<file path="src/rtl/wb_uart_pkg.sv">
// Shared definitions for the Wishbone UART transmitter: register offsets,
// STATUS bit positions, serialiser state encoding and the divider floor.
package wb_uart_pkg;

   localparam logic [3:0] REG_DATA   = 4'h0;
   localparam logic [3:0] REG_STATUS = 4'h4;
   localparam logic [3:0] REG_DIV    = 4'h8;
   localparam logic [3:0] REG_CTRL   = 4'hC;

   localparam int ST_FULL    = 0;
   localparam int ST_EMPTY   = 1;
   localparam int ST_BUSY    = 2;
   localparam int ST_OVF     = 3;
   localparam int ST_CNT_LSB = 4;
   localparam int ST_CNT_MSB = 8;

   localparam logic [15:0] DIV_MIN = 16'd2;

   typedef enum logic [1:0] {
      S_IDLE  = 2'd0,
      S_START = 2'd1,
      S_DATA  = 2'd2,
      S_STOP  = 2'd3
   } tx_state_t;

   // Divider values below two cannot time a bit, so they are lifted to two.
   function automatic logic [15:0] eff_div(input logic [15:0] i_div);
      logic [15:0] w_res;
      if (i_div < DIV_MIN) begin
         w_res = DIV_MIN;
      end else begin
         w_res = i_div;
      end
      return w_res;
   endfunction

endpackage

</file>
<file path="src/rtl/uart_tx_fifo.sv">
// Byte-wide synchronous FIFO feeding the UART serialiser.
// A push while full is ignored (the caller flags overflow); push and pop in
// the same cycle both take effect and leave the count unchanged.
module uart_tx_fifo #(
   parameter int DEPTH = 8
) (
   input  logic                       i_clk,
   input  logic                       i_rst,
   input  logic                       i_push,
   input  logic                       i_pop,
   input  logic [7:0]                 i_din,
   output logic [7:0]                 o_dout,
   output logic                       o_full,
   output logic                       o_empty,
   output logic [$clog2(DEPTH):0]     o_count
);
   import wb_uart_pkg::*;

   localparam int AW = $clog2(DEPTH);
   localparam int CW = AW + 1;
   localparam logic [CW-1:0] FULL_CNT = CW'(DEPTH);

   logic [7:0]    r_mem [DEPTH];
   logic [AW-1:0] r_wr;
   logic [AW-1:0] r_rd;
   logic [CW-1:0] r_cnt;
   logic          w_full;
   logic          w_empty;
   logic          w_do_push;
   logic          w_do_pop;

   assign w_full    = (r_cnt == FULL_CNT);
   assign w_empty   = (r_cnt == {CW{1'b0}});
   assign w_do_push = i_push & ~w_full;
   assign w_do_pop  = i_pop & ~w_empty;

   // Storage array: written on an accepted push, never reset.
   always_ff @(posedge i_clk) begin
      if (w_do_push) begin
         r_mem[r_wr] <= i_din;
      end
   end

   // Pointers and occupancy count.
   always_ff @(posedge i_clk or posedge i_rst) begin
      if (i_rst) begin
         r_wr  <= {AW{1'b0}};
         r_rd  <= {AW{1'b0}};
         r_cnt <= {CW{1'b0}};
      end else begin
         if (w_do_push) begin
            r_wr <= r_wr + AW'(1);
         end
         if (w_do_pop) begin
            r_rd <= r_rd + AW'(1);
         end
         case ({w_do_push, w_do_pop})
            2'b10:   r_cnt <= r_cnt + CW'(1);
            2'b01:   r_cnt <= r_cnt - CW'(1);
            default: r_cnt <= r_cnt;
         endcase
      end
   end

   assign o_dout  = r_mem[r_rd];
   assign o_full  = w_full;
   assign o_empty = w_empty;
   assign o_count = r_cnt;

endmodule

</file>
<file path="src/rtl/wb_uart_tx.sv">
// Wishbone-slave 8N1 UART transmitter: bus decode, DATA/STATUS/DIV/CTRL
// registers, baud counter and frame FSM driving one user IO pad.
// Optional macro WB_UART_TX_IRQ_EN adds a transmit-complete level interrupt
// and the CTRL[1] irq_en bit; without it irq_o is tied low.
module wb_uart_tx
   import wb_uart_pkg::*;
#(
   parameter logic [31:0] BASE_ADDR   = 32'h3000_0000,
   parameter int          FIFO_DEPTH  = 8,
   parameter logic [15:0] DEFAULT_DIV = 16'd868
) (
   input  logic        wb_clk_i,
   input  logic        wb_rst_i,
   input  logic        wbs_cyc_i,
   input  logic        wbs_stb_i,
   input  logic        wbs_we_i,
   input  logic [3:0]  wbs_sel_i,
   input  logic [31:0] wbs_adr_i,
   input  logic [31:0] wbs_dat_i,
   output logic        wbs_ack_o,
   output logic [31:0] wbs_dat_o,
   output logic        tx_o,
   output logic        tx_oeb_o,
   output logic        irq_o
);

   localparam int CW = $clog2(FIFO_DEPTH) + 1;

   logic            r_ack;
   logic [31:0]     r_dat;
   logic [15:0]     r_div;
   logic            r_tx_en;
   logic            r_ovf;
   tx_state_t       r_state;
   logic [15:0]     r_cnt;
   logic [15:0]     r_div_lat;
   logic [2:0]      r_bit;
   logic [7:0]      r_shift;
   logic            r_tx;

   logic            w_hit;
   logic            w_acc;
   logic            w_wr;
   logic            w_rd;
   logic            w_push;
   logic            w_pop;
   logic            w_full;
   logic            w_empty;
   logic [CW-1:0]   w_count;
   logic [7:0]      w_dout;
   logic            w_bit_end;
   logic            w_busy;
   logic            w_irq_en;
   logic [31:0]     w_status;
   logic [31:0]     w_rdata;
   logic            w_unused;

   // Only part of the write data and byte selects carry register bits.
   assign w_unused = &{1'b0, wbs_sel_i, wbs_dat_i};

   assign w_hit  = wbs_cyc_i & wbs_stb_i & (wbs_adr_i[31:4] == BASE_ADDR[31:4]);
   assign w_acc  = w_hit & ~r_ack;
   assign w_wr   = w_acc & wbs_we_i;
   assign w_rd   = w_acc & ~wbs_we_i;
   assign w_push = w_wr & (wbs_adr_i[3:0] == REG_DATA) & wbs_sel_i[0];
   assign w_busy = (r_state != S_IDLE);
   assign w_bit_end = (r_cnt == (r_div_lat - 16'd1));

   uart_tx_fifo #(
      .DEPTH (FIFO_DEPTH)
   ) u_fifo (
      .i_clk   (wb_clk_i),
      .i_rst   (wb_rst_i),
      .i_push  (w_push),
      .i_pop   (w_pop),
      .i_din   (wbs_dat_i[7:0]),
      .o_dout  (w_dout),
      .o_full  (w_full),
      .o_empty (w_empty),
      .o_count (w_count)
   );

   // STATUS word assembled from FIFO flags, FSM activity and the sticky overflow.
   always_comb begin
      w_status = 32'd0;
      w_status[ST_FULL]  = w_full;
      w_status[ST_EMPTY] = w_empty;
      w_status[ST_BUSY]  = w_busy;
      w_status[ST_OVF]   = r_ovf;
      w_status[ST_CNT_MSB:ST_CNT_LSB] = 5'(w_count);
   end

   // Read data multiplexer by register offset; unmapped offsets read zero.
   always_comb begin
      w_rdata = 32'd0;
      case (wbs_adr_i[3:0])
         REG_DATA:   w_rdata = 32'd0;
         REG_STATUS: w_rdata = w_status;
         REG_DIV:    w_rdata = {16'd0, r_div};
         REG_CTRL:   w_rdata = {30'd0, w_irq_en, r_tx_en};
         default:    w_rdata = 32'd0;
      endcase
   end

   // Pop a byte when a new frame starts, from IDLE or straight out of STOP.
   always_comb begin
      w_pop = 1'b0;
      if (r_tx_en && !w_empty) begin
         if (r_state == S_IDLE) begin
            w_pop = 1'b1;
         end else if ((r_state == S_STOP) && w_bit_end) begin
            w_pop = 1'b1;
         end else begin
            w_pop = 1'b0;
         end
      end else begin
         w_pop = 1'b0;
      end
   end

   // Bus acknowledge pulse and registered read data, valid only with ack.
   always_ff @(posedge wb_clk_i or posedge wb_rst_i) begin
      if (wb_rst_i) begin
         r_ack <= 1'b0;
         r_dat <= 32'd0;
      end else begin
         r_ack <= w_acc;
         r_dat <= w_rd ? w_rdata : 32'd0;
      end
   end

   // DIV and tx_en registers, written in the accepted bus cycle.
   always_ff @(posedge wb_clk_i or posedge wb_rst_i) begin
      if (wb_rst_i) begin
         r_div   <= DEFAULT_DIV;
         r_tx_en <= 1'b0;
      end else begin
         if (w_wr && (wbs_adr_i[3:0] == REG_DIV)) begin
            if (wbs_sel_i[0]) begin
               r_div[7:0] <= wbs_dat_i[7:0];
            end
            if (wbs_sel_i[1]) begin
               r_div[15:8] <= wbs_dat_i[15:8];
            end
         end
         if (w_wr && (wbs_adr_i[3:0] == REG_CTRL) && wbs_sel_i[0]) begin
            r_tx_en <= wbs_dat_i[0];
         end
      end
   end

   // Sticky overflow: set by a push into a full FIFO, cleared by a STATUS read.
   always_ff @(posedge wb_clk_i or posedge wb_rst_i) begin
      if (wb_rst_i) begin
         r_ovf <= 1'b0;
      end else if (w_push && w_full) begin
         r_ovf <= 1'b1;
      end else if (w_rd && (wbs_adr_i[3:0] == REG_STATUS)) begin
         r_ovf <= 1'b0;
      end
   end

   // Frame FSM with baud counter; DIV is sampled once per frame at START entry.
   always_ff @(posedge wb_clk_i or posedge wb_rst_i) begin
      if (wb_rst_i) begin
         r_state   <= S_IDLE;
         r_cnt     <= 16'd0;
         r_div_lat <= eff_div(DEFAULT_DIV);
         r_bit     <= 3'd0;
         r_shift   <= 8'd0;
         r_tx      <= 1'b1;
      end else begin
         case (r_state)
            S_IDLE: begin
               r_cnt <= 16'd0;
               if (w_pop) begin
                  r_state   <= S_START;
                  r_shift   <= w_dout;
                  r_div_lat <= eff_div(r_div);
                  r_tx      <= 1'b0;
               end else begin
                  r_tx <= 1'b1;
               end
            end
            S_START: begin
               if (w_bit_end) begin
                  r_cnt   <= 16'd0;
                  r_bit   <= 3'd0;
                  r_state <= S_DATA;
                  r_tx    <= r_shift[0];
               end else begin
                  r_cnt <= r_cnt + 16'd1;
               end
            end
            S_DATA: begin
               if (w_bit_end) begin
                  r_cnt <= 16'd0;
                  if (r_bit == 3'd7) begin
                     r_state <= S_STOP;
                     r_tx    <= 1'b1;
                  end else begin
                     r_bit   <= r_bit + 3'd1;
                     r_shift <= {1'b0, r_shift[7:1]};
                     r_tx    <= r_shift[1];
                  end
               end else begin
                  r_cnt <= r_cnt + 16'd1;
               end
            end
            S_STOP: begin
               if (w_bit_end) begin
                  r_cnt <= 16'd0;
                  if (w_pop) begin
                     r_state   <= S_START;
                     r_shift   <= w_dout;
                     r_div_lat <= eff_div(r_div);
                     r_tx      <= 1'b0;
                  end else begin
                     r_state <= S_IDLE;
                     r_tx    <= 1'b1;
                  end
               end else begin
                  r_cnt <= r_cnt + 16'd1;
               end
            end
            default: begin
               r_state <= S_IDLE;
               r_cnt   <= 16'd0;
               r_tx    <= 1'b1;
            end
         endcase
      end
   end

`ifdef WB_UART_TX_IRQ_EN
   logic r_irq_en;
   logic r_irq;

   // irq_en control bit.
   always_ff @(posedge wb_clk_i or posedge wb_rst_i) begin
      if (wb_rst_i) begin
         r_irq_en <= 1'b0;
      end else if (w_wr && (wbs_adr_i[3:0] == REG_CTRL) && wbs_sel_i[0]) begin
         r_irq_en <= wbs_dat_i[1];
      end
   end

   // Transmit-complete level interrupt: nothing queued and serialiser idle.
   always_ff @(posedge wb_clk_i or posedge wb_rst_i) begin
      if (wb_rst_i) begin
         r_irq <= 1'b0;
      end else begin
         r_irq <= r_irq_en & w_empty & ~w_busy;
      end
   end

   assign w_irq_en = r_irq_en;
   assign irq_o    = r_irq;
`else
   assign w_irq_en = 1'b0;
   assign irq_o    = 1'b0;
`endif

   assign wbs_ack_o = r_ack;
   assign wbs_dat_o = r_dat;
   assign tx_o      = r_tx;
   assign tx_oeb_o  = 1'b0;

endmodule

</file>
<file path="config.mk">
export PLATFORM = sky130hd
export DESIGN_NAME = wb_uart_tx
export DESIGN_NICKNAME = d
export VERILOG_FILES = /design/src/rtl/wb_uart_pkg.sv /design/src/rtl/uart_tx_fifo.sv /design/src/rtl/wb_uart_tx.sv
export SDC_FILE = /design/constraint.sdc
export NUM_CORES = 1
export LEC_CHECK = 0
export BUFFER_PORTS_ARGS = -buffer_cell sky130_fd_sc_hd__buf_2
export CORE_ASPECT_RATIO = 1.1
export CORE_UTILIZATION = 47
export DETAILED_ROUTE_END_ITERATION = 7
export PLACE_DENSITY = 0.69
export SYNTH_ARGS = -nofsm -noshare
export SYNTH_HDL_FRONTEND = slang
export SYNTH_HIERARCHICAL = 1
export SYNTH_SLANG_ARGS = --single-unit
</file>
<file path="constraint.sdc">
create_clock -name wb_clk_i -period 4.84 [get_ports wb_clk_i]
set_input_delay 0.968 -clock wb_clk_i [delete_from_list [all_inputs] [get_ports wb_clk_i]]
set_output_delay 0.968 -clock wb_clk_i [all_outputs]
set_load 0.02 [all_outputs]
</file>
==> results of run 1 <==
## stage by stage
stage | worst slack, ns | utilization (%) | instances | hold WS (ns) | power [mW]
floorplan | 0.6617 | - | 598 | 0.4573 | 1.435
global placement | 0.5525 | 51.26 | 839 | 0.4699 | 1.459
detailed placement | 0.4768 | 51.26 | 839 | 0.4876 | 1.462
CTS | 0.4348 | 54.81 | 871 | 0.4963 | 2.691
global route | 0.09149 | 54.81 | 871 | 0.5248 | 2.748
finish | 0.4263 | 54.81 | 871 | 0.4828 | 2.670
## worst paths after layout
check / from / end / slack [ns] / depth (start not counted)
setup / recovery: r_div_lat[0] / u_fifo/o_count[3] / 0.43 / 16
hold / removal: r_bit[0] / r_bit[0] / 0.48 / 1
setup reg to reg: r_div_lat[0] / u_fifo/o_count[3] / 0.43 / 16
hold reg to reg: r_bit[0] / r_bit[0] / 0.48 / 1
max in group asynchronous: wb_rst_i / wbs_dat_o[15] / 3.20 / 3
min in group asynchronous: wb_rst_i / u_fifo/o_count[3] / 0.54 / 2
## logic make-up (layout without fill, tap and decap cells)
| group | after synthesis | in the layout | share of synthesized area, % |
|---|---|---|---|
| compound gates | 53 | 53 | 5.167 |
| fa+ha+maj | 15 | 15 | 2.583 |
| buf+inv | 60 | 133 | 4.421 |
| simple gates | 181 | 181 | 12.45 |
| xor+xnor | 36 | 36 | 4.173 |
| flops | 155 | 155 | 55.75 |
| mux | 80 | 80 | 15.40 |
| other cells | 1 | 18 | 0.04963 |
## worst max-delay path, stage by stage, from the launching register on
cell and delay (ns):
dfrtp_1 0.43, inv_1 0.11, ha_1 0.29, or3b_2 0.54
nor3_1 0.26, mux2i_1 0.27, o21bai_1 0.11, a211o_1 0.28
nor3_2 0.23, o21a_1 0.19, o41ai_2 0.11, inv_1 0.13
ha_1 0.18, ha_1 0.28, or4b_2 0.62, o311ai_0 0.12
o211ai_1 0.12
## cell usage after synthesis, drive strengths merged (5+ instances only)
library cell  count  area share (%)
dfrtp            80              26
edfxtp           64              25
mux2             58             9.0
nor2             57             2.8
buf              27             2.8
nand2            25             1.3
inv              23             1.1
xnor2            21             2.4
mux4             16             5.6
nand3            16             1.1
xor2             15             1.7
ha               14             2.3
nor3             14            0.99
nor4             14             1.2
o21ai            13            0.91
and3             12            0.99
dfstp            11             3.8
clkbuf           10            0.51
nand4             9            0.75
a22oi             7            0.70
a21oi             6            0.45
mux2i             6            0.79
nand2b            5            0.41
## state kept, by name, summed over array words and instances, names as in the netlist
signal          cells
r_bit               3
r_cnt              16
r_div              16
r_div_lat          16
r_ovf               1
r_shift             8
r_state             2
r_tx_en             1
tx_o                1
u_fifo/o_count      4
u_fifo/r_mem       64
u_fifo/r_rd         3
u_fifo/r_wr         3
wbs_ack_o           1
wbs_dat_o          16
## metal layers
| layer | up-vias | global-route usage [%] | wire length, µm |
|---|---|---|---|
| met5 | - | 0 | 0 |
| met4 | 0 | 6.504 | 187 |
| met3 | 15 | 3.801 | 538 |
| met2 | 128 | 32.40 | 7633 |
| met1 | 2385 | 26.65 | 6753 |
| li1 | 2277 | - | - |
## power by group through the flow
stage,Combinational [mW],Clock (mW),Sequential (mW)
floorplan,0.0387,0,1.40
global placement,0.0633,0,1.40
detailed placement,0.0664,0,1.40
CTS,0.0665,1.25,1.37
global route,0.0732,1.30,1.37
finish,0.0650,1.23,1.37
## cell type report
class | instances | area [µm²]
clock buffer | 19 | 442.9
inverter | 23 | 87.58
tap | 200 | 250.2
timing repair buffer | 78 | 405.4
multi-input combinational | 383 | 3079
sequential | 155 | 4213
fill | 1261 | 7084
clock inverter | 13 | 112.6
==> flow_summary.toml, run 1 <==
[timing]
worstMarginPinSlew_ns = 0.9903
hold_violations = 0
fmax_mhz = 226.6
finalMaxSlewViolations = 0
setup_tns_ns = 0
fin_crit_sh_pct = 91.19
finalClockSkew_ns = 0.008207
grt_setup_unrepaired = "false"
slew_headroom_pct = 33.47
setup_viol = 0
post-route-min-period_ns = 4.414

[power]
max-vdd-ir-drop_v = 0.0002056
power_switching_mw = 0.5999
intPower_mw = 2.070
leakage_nw = 3.656
powerDensity_nw_per_um2 = 310.8
power_frac_seq_pct = 51.3
switching_share_pct = 22.47
pwr-share-comb_pct = 2.4
p_clk_share_pct = 46.2

[route]
via_count = 4805
ant_nets = 0
drtIter0Drc = 276
wire_per_inst_um = 17.35
totalWireLength_mm = 15.11
viasPerCell = 5.517
dr.pass1.iters = 4
drc = 0

[logic_synthesis]
syn_avg_cell_area_um2 = 13.01
ys_ff_latch = 155
synthArstFlopShare_pct = 58.71
synthCells = 581
synth-main-ff-cell = "dfrtp_1"
yosys.cell_types.count = 65
ys_warn_count = 6
synth_edf_count = 64
synth-seq-area-share_pct = 55.75
synth_area_um2 = 7556

[cts]
tritoncts = "built"
insertion_delay_ns = 0.43
htree_levels = 4
ctsHoldBuffers = 0
cts_max_path_buffers = 2
post_cts_resized = 0
clkTransAtPathRegs_ns = 0.07
cts_buffers = 17
cts.sinks = 155
postCtsSetupBuffers = 0
cts_root_buf = "clkbuf_16"

[critical_path]
cp_max_fo = 8
critical_path.startpoint_type = "register"
worstPathArrival_ns = 4.72
crit_path_end_kind = "register"
critical_path_required_ns = 5.14
path_class = "register to register"

[global_route]
grt-ovfl-total = 0
grt_start_max_net_pins = 49
grt_pass1_vias = 4736
grt_pass1_wl_mm = 24.68
grtUsageTotal_pct = 19.87
antenna_found_initial = 0

[floorplan]
die_h_um = 135.0
core_area_um2 = 15680
rows = 48
pin_count = 109
dieWidth_um = 122.9
start_util_pct = 48.20
die-area_um2 = 16590

[layout]
drive_above_1_share_pct = 28.46
n_antenna_cell = 0
final_cell_area_um2 = 8591
final_cell_mix = "dfrtp_1, buf_2, edfxtp_1"
synthToLayoutAreaGrowth_pct = 13.69
fin_nets = 746
layout_commonest_cell = "dfrtp_1"

[outcome]
status = "finished clean"

[place]
port_buffers = 72
dpl.hpwl_mm = 10.67
placed_cell_area_um2 = 8035
gp_congestion = 0.8343

[min_path]
min_path_type = "register to register"

[job]
drv_cap = 0
Power figures use the tool's default switching activity.
==> run 2, diff against run 1 <==
--- a/config.mk
+++ b/config.mk
@@ -5,11 +5,12 @@
 export SDC_FILE = /design/constraint.sdc
 export NUM_CORES = 1
 export LEC_CHECK = 0
-export BUFFER_PORTS_ARGS = -buffer_cell sky130_fd_sc_hd__buf_2
+export BUFFER_PORTS_ARGS = -buffer_cell sky130_fd_sc_hd__clkbuf_2
 export CORE_ASPECT_RATIO = 1.1
 export CORE_UTILIZATION = 47
 export DETAILED_ROUTE_END_ITERATION = 7
 export PLACE_DENSITY = 0.69
+export SLEW_MARGIN = 15
 export SYNTH_ARGS = -nofsm -noshare
 export SYNTH_HDL_FRONTEND = slang
 export SYNTH_HIERARCHICAL = 1
==> run 2 against run 1 <==
Against the previous run:
- via count is 0.31% higher
- design area hardly changed
- sequential share of layout area hardly changed
- largest cell class unchanged
- largest power group unchanged
==> flow_summary.toml, run 2 (synthesized netlist as in run 1, its figures left out) <==
[place]
dpl.hpwl_mm = 10.69
gp_congestion = 0.8572
placed_cell_area_um2 = 8035
port_buffers = 72

[route]
dr.pass1.iters = 4
ant_nets = 0
wire_per_inst_um = 17.41
viasPerCell = 5.534
via_count = 4820
drc = 0
totalWireLength_mm = 15.16
drtIter0Drc = 246

[critical_path]
path_class = "register to register"
critical_path.startpoint_type = "register"
worstPathCellList = "inv_1 -> ha_1 -> or3b_2 -> nor3_1 -> mux2i_1 -> o21bai_1 -> a211o_1 -> nor3_2 -> o21a_1 -> o41ai_2 -> inv_1 -> ha_1 -> ha_1 -> or4b_2 -> o311ai_0 -> o211ai_1"
crit_path_end_kind = "register"
crit_slowest_cell = "or4b_2"
cpMostUsedCell = "ha_1"
worstPathArrival_ns = 4.69
path_buf_inv = 2
max_stage_delay_ns = 0.61
crit_family = "simple AND/OR/NAND/NOR gates"
critical_path_required_ns = 5.13
cp_max_fo = 8

[min_path]
min_path_type = "register to register"

[timing]
worstMarginPinSlew_ns = 0.9658
finalMaxSlewViolations = 0
setup_viol = 0
fin_crit_sh_pct = 90.84
setup_tns_ns = 0
grt_setup_unrepaired = "false"
fmax_mhz = 227.4
hold_violations = 0
slew_headroom_pct = 35.60
finalClockSkew_ns = 0.008475
post-route-min-period_ns = 4.397

[cts]
cts_buffers = 17
cts_root_buf = "clkbuf_16"
insertion_delay_ns = 0.42
postCtsSetupBuffers = 0
clkTransAtPathRegs_ns = 0.06
ctsHoldBuffers = 0
htree_levels = 4
cts.sinks = 155
cts_max_path_buffers = 2
post_cts_resized = 0
tritoncts = "built"

[floorplan]
start_util_pct = 48.20
rows = 48
die-area_um2 = 16590
core_area_um2 = 15680
die_h_um = 135.0
pin_count = 109
dieWidth_um = 122.9

[power]
power_switching_mw = 0.5800
pwr-share-comb_pct = 2.4
p_clk_share_pct = 46.4
power_frac_seq_pct = 51.2
switching_share_pct = 21.66
leakage_nw = 3.645
intPower_mw = 2.097
max-vdd-ir-drop_v = 0.0002179
powerDensity_nw_per_um2 = 311.8

[global_route]
grt_pass1_vias = 4897
antenna_found_initial = 0
grt_start_max_net_pins = 52
grtUsageTotal_pct = 19.77
grt-ovfl-total = 0
grt_pass1_wl_mm = 24.62

[job]
drv_cap = 0

[layout]
top_register = "u_fifo/r_mem"
largest_reg_flops = 64
final_cell_mix = "dfrtp_1, clkbuf_2, edfxtp_1"
synthToLayoutAreaGrowth_pct = 13.66
final_cell_area_um2 = 8588
layout_commonest_cell = "dfrtp_1"
fin_nets = 746
n_antenna_cell = 0
drive_above_1_share_pct = 28.32

[outcome]
status = "finished clean"
run 2: final timing paths:
path	from	cells past startpoint	slack, ns	end
worst max-delay path	r_div_lat[0]	16	0.44	u_fifo/o_count[3]
worst min-delay path	r_bit[0]	1	0.50	r_bit[0]
worst max register to register	r_div_lat[0]	16	0.44	u_fifo/o_count[3]
worst min register to register	r_bit[0]	1	0.50	r_bit[0]
max in group asynchronous	wb_rst_i	3	3.20	tx_o
min in group asynchronous	wb_rst_i	2	0.52	u_fifo/r_rd[1]
run 2: cell type report:
type	count	area (µm²)
Tap cell	200	250.2
Multi-Input combinational cell	383	3079
Clock buffer	19	432.9
Sequential cell	155	4213
Fill cell	1282	7087
Inverter	23	87.58
Clock inverter	13	120.1
Timing Repair Buffer	78	405.4
run 2: power groups by stage:
stage / combinational (mW) / clock [mW] / sequential [mW]
4_1_cts: 0.0662 / 1.27 / 1.37
2_1_floorplan: 0.0387 / 0 / 1.40
3_3_place_gp: 0.0632 / 0 / 1.40
5_1_grt: 0.0729 / 1.32 / 1.37
3_5_place_dp: 0.0661 / 0 / 1.40
6_report: 0.0641 / 1.24 / 1.37
run 2: through the flow:
| stage | worst slack [ns] | utilization, % | total power [mW] | std cells | hold WS (ns) |
|---|---|---|---|---|---|
| finish | 0.4431 | 54.79 | 2.677 | 871 | 0.4959 |
| global route | 0.1213 | 54.79 | 2.766 | 871 | 0.5230 |
| CTS | 0.4487 | 54.79 | 2.705 | 871 | 0.5091 |
| detailed placement | 0.4980 | 51.26 | 1.462 | 839 | 0.4956 |
| global placement | 0.5457 | 51.26 | 1.459 | 839 | 0.4701 |
| floorplan | 0.6617 | - | 1.435 | 598 | 0.4573 |
run 2: metal layers:
| layer | wire length (µm) | vias to the layer above | part of all wire, % | global-route usage [%] |
|---|---|---|---|---|
| li1 | - | 2264 | - | - |
| met5 | 0 | - | 0 | 0 |
| met4 | 228 | 0 | 1.5 | 7.859 |
| met2 | 7728 | 144 | 51 | 33.52 |
| met1 | 6641 | 2394 | 44 | 24.75 |
| met3 | 564 | 18 | 3.7 | 3.843 |
==> run 3, diff against run 2 <==
--- a/config.mk
+++ b/config.mk
@@ -13,5 +13,4 @@
 export SLEW_MARGIN = 15
 export SYNTH_ARGS = -nofsm -noshare
 export SYNTH_HDL_FRONTEND = slang
-export SYNTH_HIERARCHICAL = 1
 export SYNTH_SLANG_ARGS = --single-unit
==> run 3 against run 2 <==
Against the previous run:
- clock skew grew 0.0026 ns
- via count grew 2.2%
- global-route usage shrank 0.42 points
- clock power grew 3%
- core utilization shrank 0.20 points
- register-to-register slack gained 0.18 ns
- final cell count grew 3.2%
==> flow_summary.toml, run 3 <==
[global_route]
grtUsageTotal_pct = 19.35
grt_pass1_vias = 4825
grt_pass1_wl_mm = 24.59
grt_start_max_net_pins = 60
antenna_found_initial = 0
grt-ovfl-total = 0

[timing]
post-route-min-period_ns = 4.214
finalMaxSlewViolations = 0
fmax_mhz = 237.3
finalClockSkew_ns = 0.01106
slew_headroom_pct = 31.88
fin_crit_sh_pct = 87.07
hold_violations = 0
setup_tns_ns = 0
setup_viol = 0
fin_ws_ns = 0.6259
grt_setup_unrepaired = "false"
worstMarginPinSlew_ns = 1.021

[floorplan]
die_h_um = 135.7
core_area_um2 = 15800
pin_count = 109
start_util_pct = 48.33
rows = 48
die-area_um2 = 16760
dieWidth_um = 123.5

[cts]
cts.sinks = 155
htree_levels = 4
tritoncts = "built"
insertion_delay_ns = 0.43
postCtsSetupBuffers = 0
cts_max_path_buffers = 2
cts_root_buf = "clkbuf_16"
ctsHoldBuffers = 0
clkTransAtPathRegs_ns = 0.06
post_cts_resized = 0
cts_buffers = 17

[logic_synthesis]
synthCells = 619
netlist_top_cells_count = "dfrtp_1, edfxtp_1, nor2_1"
synth_top_area_share_pct = 26.23
synth_area_um2 = 7634
synth-main-ff-cell = "dfrtp_1"
synth_edf_count = 64
yosys.cell_types.count = 65
syn_avg_cell_area_um2 = 12.33
yosysTopAreaCell = "dfrtp_1"
ys_ff_latch = 155
synthArstFlopShare_pct = 58.71
synth_most_common_cell = "dfrtp_1"
ys_warn_count = 0
synth-seq-area-share_pct = 55.19
synth_area_leaders = "dfrtp_1, edfxtp_1, mux2_2"

[job]
drv_cap = 0

[layout]
fin_nets = 774
top_register = "u_fifo.r_mem"
n_antenna_cell = 0
multi_input_area_um2 = 3143
seqCellArea_um2 = 4214
final_cell_mix = "dfrtp_1, clkbuf_2, edfxtp_1"
largest_reg_flops = 64
synthToLayoutAreaGrowth_pct = 12.95
drive_above_1_share_pct = 26.18
final_util_pct = 54.59
layout_commonest_cell = "dfrtp_1"
final_cell_area_um2 = 8622
fill_cells = 1279

[place]
port_buffers = 72
place_ws_ns = 0.6785
gp_congestion = 0.7995
dpl.hpwl_mm = 10.36
placed_cell_area_um2 = 8046

[power]
leakage_nw = 3.626
powerDensity_nw_per_um2 = 315.0
max-vdd-ir-drop_v = 0.0002533
power.total_mw = 2.716

[critical_path]
worstRegToRegCells = 15
crit_path_end_kind = "register"
path_class = "register to register"
critical_path.startpoint_type = "register"
critical_path_required_ns = 5.14
worstPathArrival_ns = 4.52
cp_max_fo = 8

[route]
ant_nets = 0
wire_per_inst_um = 16.53
drtIter0Drc = 240
dr.pass1.iters = 6
drc = 0
viasPerCell = 5.481
totalWireLength_mm = 14.86
via_count = 4927

[outcome]
status = "finished clean"

[min_path]
hold_path_depth = 2
min_path_type = "register to register"
-- run 3: layout make-up --
cell class | count | area share, %
Tap cell | 200 | 2.902
Timing Repair Buffer | 75 | 4.441
Multi-Input combinational cell | 422 | 36.45
Sequential cell | 155 | 48.88
Clock inverter | 14 | 1.567
Inverter | 15 | 0.6675
Clock buffer | 18 | 5.094
-- run 3: kinds of logic (layout without fill, tap and decap cells) --
logic type / after synthesis / in the layout / share of synthesized area (%)
adders and majority gates: 15 / 15 / 2.459
muxes: 77 / 77 / 13.34
AOI/OAI and AO/OA: 64 / 64 / 6.098
buffers and inverters: 59 / 122 / 4.474
xor gates and xnor gates: 41 / 41 / 4.704
other: 1 / 18 / 0.04913
and+or+nand+nor: 207 / 207 / 13.69
DFF: 155 / 155 / 55.19
-- run 3: worst paths after layout --
| path | startpoint | end | slack (ns) |
|---|---|---|---|
| max | r_div_lat[0] | u_fifo.o_count[2] | 0.63 |
| min | tx_o | tx_o | 0.48 |
| max reg2reg | r_div_lat[0] | u_fifo.o_count[2] | 0.63 |
| min reg2reg | tx_o | tx_o | 0.48 |
| max in group asynchronous | wb_rst_i | r_div_lat[9] | 3.09 |
| min in group asynchronous | wb_rst_i | r_div[13] | 0.74 |
-- run 3: report_power, final --
group          leakage [nW]  internal (mW)  total [mW]   switching, mW
logic                  1.54         0.0180      0.0635          0.0455
clock network         0.276          0.731        1.28           0.550
registers              1.81           1.37        1.37  0.000000000268
-- run 3: layer usage --
metal | global-route usage (%) | wire [µm]
met3 | 4.125 | 422
met4 | 7.162 | 199
met5 | 0 | 0
met1 | 25.97 | 6699
met2 | 30.82 | 7534
-- run 3: metrics by stage --
step,instances,hold WS [ns]
detailed placement,867,0.4792
floorplan,636,0.4771
global route,899,0.5310
global placement,867,0.4784
CTS,899,0.4887
finish,899,0.4835
-- run 3: critical path: stages, from the launching register on --
cell	delay, ns
dfrtp_1	0.45
inv_1	0.09
ha_1	0.23
or3b_1	0.48
or4_1	0.54
a32oi_1	0.20
and4_1	0.44
nand3_1	0.20
a21oi_2	0.34
ha_1	0.32
xor2_1	0.11
ha_1	0.19
a21oi_1	0.16
xor2_1	0.16
nor2_1	0.06
xor2_1	0.14
